$ cat src/rtl/swervolf_branch_stats.sv
// Branch statistics for the SweRV retire stream: saturating live counters plus
// periodic/on-demand snapshots that hold steady for the seven-segment display.
module swervolf_branch_stats #(
    parameter int CNT_W    = 32,
    parameter int SNAP_DIV = 10000000
) (
    input  logic             i_clk,
    input  logic             i_rst,
    input  logic             i_br_valid,
    input  logic             i_br_taken,
    input  logic             i_br_mispred,
    input  logic             i_clr,
    input  logic             i_freeze,
    input  logic             i_snap_req,
    output logic [CNT_W-1:0] o_branches,
    output logic [CNT_W-1:0] o_taken,
    output logic [CNT_W-1:0] o_mispred,
    output logic [CNT_W-1:0] o_snap_branches,
    output logic [CNT_W-1:0] o_snap_taken,
    output logic             o_snap_valid,
    output logic             o_sat
);

    localparam int               TMR_W    = $clog2(SNAP_DIV);
    localparam logic [TMR_W-1:0] TMR_LAST = TMR_W'(SNAP_DIV - 1);
    localparam logic [CNT_W-1:0] CNT_MAX  = '1;

    logic [TMR_W-1:0] timer;
    logic [CNT_W-1:0] br_next;
    logic [CNT_W-1:0] tk_next;
    logic [CNT_W-1:0] mp_next;
    logic             count_en;
    logic             sat_hit;
    logic             snap_evt;

    assign count_en = i_br_valid & ~i_freeze;
    assign snap_evt = i_snap_req | (timer == TMR_LAST);

    // Saturating increments: a counter at all-ones holds instead of wrapping.
    always_comb begin
        br_next = o_branches;
        tk_next = o_taken;
        mp_next = o_mispred;
        if (count_en && (o_branches != CNT_MAX)) begin
            br_next = o_branches + CNT_W'(1);
        end
        if (count_en && i_br_taken && (o_taken != CNT_MAX)) begin
            tk_next = o_taken + CNT_W'(1);
        end
        if (count_en && i_br_mispred && (o_mispred != CNT_MAX)) begin
            mp_next = o_mispred + CNT_W'(1);
        end
    end

    assign sat_hit = (br_next == CNT_MAX) | (tk_next == CNT_MAX) | (mp_next == CNT_MAX);

    always_ff @(posedge i_clk) begin
        if (i_rst) begin
            o_branches      <= '0;
            o_taken         <= '0;
            o_mispred       <= '0;
            o_snap_branches <= '0;
            o_snap_taken    <= '0;
            o_snap_valid    <= 1'b0;
            o_sat           <= 1'b0;
            timer           <= '0;
        end else begin
            if (i_clr) begin
                o_branches <= '0;
                o_taken    <= '0;
                o_mispred  <= '0;
                o_sat      <= 1'b0;
            end else begin
                o_branches <= br_next;
                o_taken    <= tk_next;
                o_mispred  <= mp_next;
                if (sat_hit) begin
                    o_sat <= 1'b1;
                end
            end

            // Snapshot takes the pre-edge live values, so same-cycle events/clear are excluded.
            if (snap_evt) begin
                o_snap_branches <= o_branches;
                o_snap_taken    <= o_taken;
                timer           <= '0;
            end else begin
                timer <= timer + TMR_W'(1);
            end
            o_snap_valid <= snap_evt;
        end
    end

endmodule

$ cat config.mk
export PLATFORM = sky130hd
export DESIGN_NAME = swervolf_branch_stats
export DESIGN_NICKNAME = d
export VERILOG_FILES = /design/src/rtl/swervolf_branch_stats.sv
export SDC_FILE = /design/constraint.sdc
export NUM_CORES = 1
export LEC_CHECK = 0
export ABC_CLOCK_PERIOD_IN_PS = 3100
export BUFFER_PORTS_ARGS = -buffer_cell sky130_fd_sc_hd__buf_2
export CAP_MARGIN = 20
export CORE_ASPECT_RATIO = 1.75
export CORE_MARGIN = 1
export CORE_UTILIZATION = 30
export DETAILED_ROUTE_END_ITERATION = 16
export GPL_TIMING_DRIVEN = 0
export PLACE_DENSITY_LB_ADDON = 0.3
export SKIP_LAST_GASP = 1
export SLEW_MARGIN = 20
export SYNTH_ARGS = -nofsm -noshare
export SYNTH_HDL_FRONTEND = slang
export SYNTH_SLANG_ARGS = --single-unit
$ cat constraint.sdc
create_clock -name i_clk -period 3.1 [get_ports i_clk]
set_input_delay 0.62 -clock i_clk [delete_from_list [all_inputs] [get_ports i_clk]]
set_output_delay 0.62 -clock i_clk [all_outputs]
set_load 0.01 [all_outputs]
## Word-level counts from Yosys, hierarchy flattened

Cells that the tools add are included.
Widths: inputs -> output; s select.

- Flip-flop bits (word level): 186
- Input port bits: 8
- Output and inout bits: 162
- Word-level logic and storage cells: 34

- Add/sub/neg operators: 4
- Equality and inequality tests: 7
- Multiplexer cells: 3
- Bitwise logic cells: 5
- Reduce and logical (&&, ||, !) cells: 7

Operators with widths:

| kind | number |
|---|---|
| $add 32x1->32 const B | 3 |
| $eq 32x32->1 const B | 3 |
| $mux 32 | 3 |
| $ne 32x32->1 const B | 3 |
| $add 24x1->24 const B | 1 |
| $eq 24x24->1 const B | 1 |
| $logic_and 1x1->1 | 5 |
| $reduce_or 2->1 | 2 |
| $or 1x1->1 | 3 |
| $and 1x1->1 | 1 |
| $not 1->1 | 1 |

## Longest topological paths before layout

- Depth after elaboration: 8
- Depth in mapped cells: 10
- Mapped depth without buffers: 9

## Worst setup path after synthesis

No wires, ideal clock.

- Path kind: flip-flop to flip-flop
- From: reg o_taken[0]
- To: reg o_sat
- Setup time: 0.064 ns
- Arrival: 2.683 ns
- Required time: 3.036 ns
- Setup slack: 0.353 ns
- Cell stages (with the launch flop): 10
- Buffers on the path: 0
- Clock period less this slack: 2.747 ns
- Cell sequence: dfxtp_1 > ha_1 > nand3_1 > or4_4 > o211ai_1 > nor3_1 > xnor2_1 > or3b_1 > or4_1 > nand4_1

- Cells in the longest elaborated chain, start to end: 6
- Elaborated cells on any way between the ends: 7
- Classes of those cells: add/sub (1); eq/ne (2); mux (1); bitwise (2); reduce/logical (1)

Ends and longest elaborated chain:

| element | RTL line | source |
|---|---|---|
| start: declaration | 16 | `output logic [CNT_W-1:0] o_taken,` |
| start signal: assignment | 75 | `o_taken <= tk_next;` |
| parallel branches: the longest is 2 deep, another holds $add 32x1->32 | -- |  |
| $mux 32 * | 47 | `if (count_en && i_br_taken && (o_taken != CNT_MAX)) begin` |
| $eq 32x32->1 * | 55 | `assign sat_hit = (br_next == CNT_MAX) \| (tk_next == CNT_MAX) \| (mp_next == CNT_MAX);` |
| $or 1x1->1 * (2 in a row) | 55 |  |
| end signal: assignment | 65 | `o_sat <= 1'b0;` |
| end signal: assignment | 72 | `o_sat <= 1'b0;` |
| end signal: assignment | 78 | `o_sat <= 1'b1;` |
| end: declaration | 21 | `output logic o_sat` |

Every way passes the cells marked *.
A chain may end at the register's enable or synchronous reset.

## Final worst setup path

- From: reg o_branches[0]
- To: reg o_sat

- Cells in the longest elaborated chain, start to end: 6
- Elaborated cells on any way between the ends: 7
- Classes of those cells: add/sub (1); eq/ne (2); mux (1); bitwise (2); reduce/logical (1)

Ends and longest elaborated chain:

| element | RTL line | source |
|---|---|---|
| start: declaration | 15 | `output logic [CNT_W-1:0] o_branches,` |
| start signal: assignment | 74 | `o_branches <= br_next;` |
| parallel branches: the longest is 2 deep, another holds $add 32x1->32 | -- |  |
| $mux 32 * | 44 | `if (count_en && (o_branches != CNT_MAX)) begin` |
| $eq 32x32->1 * | 55 |  |
| $or 1x1->1 * (2 in a row) | 55 |  |

Marks and branches as above.

==> results.toml <==
[grt]
grt_overflow_total = 0
antenna_found_initial = 0
grt_max_degree = 20
first_global_vias = 8019
grt_use_total_pct = 19.4
grt_pass1_wl_um = 43200

[floorplanning]
io_pins = 170
core_area_sq_um = 28100
fp-row-count = 81
start_util_pct = 30.8
fp.dieH_um = 226
dieArea_sq_um = 29500
die_w_um = 130

[route]
via_per_inst = 5.11
drt_drc_violations_left = 0
first_iter_violations = 362
routed_wl_um = 28100
first_pass_iters = 5
via_count = 8420
ant_nets = 0
routedWlPerCell_um = 17.1

[synthesis]
seq_area_frac_synth_pct = 43.1
syn-cell-area_sq_um = 8630
ys_warn_count = 0
synth.top_cell.area_share_pct = 43.1
synthFlopType = "dfxtp_1"
syn_nets = 1081
synth-edff-count = 0
synthCells = 1069
synth_largest_area_cell = "dfxtp_1"
ys_top_cells_by_area = "dfxtp_1 43%, nand2_1 8.3%, nor2_1 5.5%"
synthDistinctLibCells = 74
yosysMostFrequentCell = "nand2_1"
synth-seq-cells = 186
async_reset_ff_share_pct = 0
syn_area_per_cell_sq_um = 8.08
synth_common_cells = "191 x nand2_1, 186 x dfxtp_1, 126 x nor2_1, 93 x a21oi_1, 54 x xor2_1"

[final_layout]
drive_above_1_share_pct = 21.6
fin_cells = 1649
nNetsFinal = 1275
utilization_pct = 38.5
n_antenna_cell = 0
syn2layout_area_growth_pct = 25.1

[placement]
dp_slack_ns = -0.503
gp_congestion = 0.915
dp_cells = 1611
place_hpwl_um = 21300
io_buffers = 169

[worst_setup_path]
path_max_fanout = 6
crit_type = "reg -> reg"
worstPathArrival_ns = 3.35
cp-start-kind = "register"
regToRegStartpoint = "o_branches[0]"
cp.required_ns = 3.49
startpoint = "o_branches[0]"
crit_path_end_kind = "register"

[cts]
insertion_delay_ns = 0.45
cts_buffer_depth = 2
cts-root-buf = "clkbuf_16"
cts.clk_slew.worst_paths_ns = 0.08
htreeDepth = 4
numCtsBuffers = 17
tritoncts = "done"
cts.sinks = 186

[timing]
fin_skew_ns = 0.00739
fin_crit_ns = 2.96
hold_ws_ns = 0.448
setup_viol = 0
min_period_over_period_pct = 95.6
setup_slack_ns = 0.138
maxClockFrequency_mhz = 338
slew_violations = 0
slew_headroom_pct = 36.2
hold_violations = 0
worst_pin_slew_ns = 0.953
fin_tns_setup_ns = 0

[hold_path]
min-delay-start = "o_snap_taken[8]"
hold_path.class = "reg -> reg"

[pwr]
power.density_nw_per_um2 = 443
cellLeakagePower_nw = 4.02
vdd_drop_max_mv = 0.388

[flow_run]
cap_violations = 0

[run_status]
status = "finished, final reports clean"
==> flip-flops by register name, summed over array words and instances (netlist names) <==
name	flops
o_snap_valid	1
o_taken	32
o_branches	32
o_sat	1
timer	24
o_snap_branches	32
o_mispred	32
o_snap_taken	32
==> cells by family (layout without fill, tap and decap cells) <==
family                   after synthesis  in the layout  share of synthesized area (%)
XOR/XNOR                              97             97                           9.84
multiplexers                           3              3                          0.348
flip-flops                           186            186                           43.1
AO/OA/AOI/OAI                        167            167                           11.6
buffers and inverters                 59            266                           2.91
adder cells (fa/ha/maj)                4              4                          0.580
AND/OR/NAND/NOR                      553            553                           31.6
==> final timing paths <==
check                     to  slack (ns)  cells after the start
max                    o_sat        0.14                      9
min          o_snap_taken[8]        0.45                      2
max reg2reg            o_sat        0.14                      9
min reg2reg  o_snap_taken[8]        0.45                      2
==> cell usage in the layout, fill, tap and decap left out, types with 6 or more instances in the layout <==
master	netlist	layout
nand2_1	191	191
dfxtp_1	186	177
buf_2	6	175
nor2_1	126	125
a21oi_1	93	93
xor2_1	54	54
nand3_1	51	47
xnor2_1	43	43
clkbuf_1	41	38
nand4_1	32	32
nor3_1	25	23
o21ai_0	23	23
or3_1	21	21
and3_1	20	20
clkbuf_16	0	17
and4_1	9	9
nand4b_1	9	9
dfxtp_2	0	9
buf_4	0	9
inv_1	8	8
nor4_1	14	8
and2_1	7	7
a31oi_1	7	7
nand2b_1	7	7
nor3b_1	6	6
==> metrics by stage <==
stage | power, mW | instance area, sq um
global route | 4.96 | 10800
global placement | 2.59 | 9950
finish | 4.78 | 10800
floorplan | 2.52 | 8630
detailed placement | 2.59 | 9950
CTS | 4.85 | 10600
==> metal layers <==
| metal | part of all wire [%] | GRT usage, % |
|---|---|---|
| met3 | 5.2 | 4.67 |
| met2 | 53 | 35.2 |
| met1 | 37 | 19.8 |
| met4 | 4.4 | 11.3 |
| met5 | 0 | 0 |
==> final cells by class <==
cell class | count | area (sq um)
clock buffer | 17 | 425
fill | 3006 | 17300
buffer | 48 | 210
sequential | 186 | 3730
timing repair buffer | 178 | 913
tap | 373 | 467
inverter | 8 | 30.0
clock inverter | 15 | 175
multi-input combinational | 824 | 4850
==> report_power, final <==
part | switching (mW) | total [mW] | leakage [nW] | internal [mW]
logic | 0.106 | 0.132 | 2.22 | 0.0264
clock network | 1.10 | 2.25 | 0.294 | 1.16
registers | 0.00484 | 2.40 | 1.50 | 2.39
==> critical path, stage by stage (launching register included) <==
cell and delay, ns:
dfxtp_2 0.43, ha_2 0.25, and4b_2 0.35, nand4_1 0.25
nor4_2 0.37, xnor2_1 0.12, or4_1 0.56, nor4_4 0.22
nand4_1 0.20, nand4_1 0.13
==> repair_timing <==
item / in CTS / in global routing
setup buffers: 5 / 4
hold buffers: 0 / 0
hold endpoints to repair: 0 / 0
pin swaps: 3 / 4
endpoints found under the setup margin: 1 / 1
gates resized for setup: 15 / 27
(Power assumes the default switching activity.)
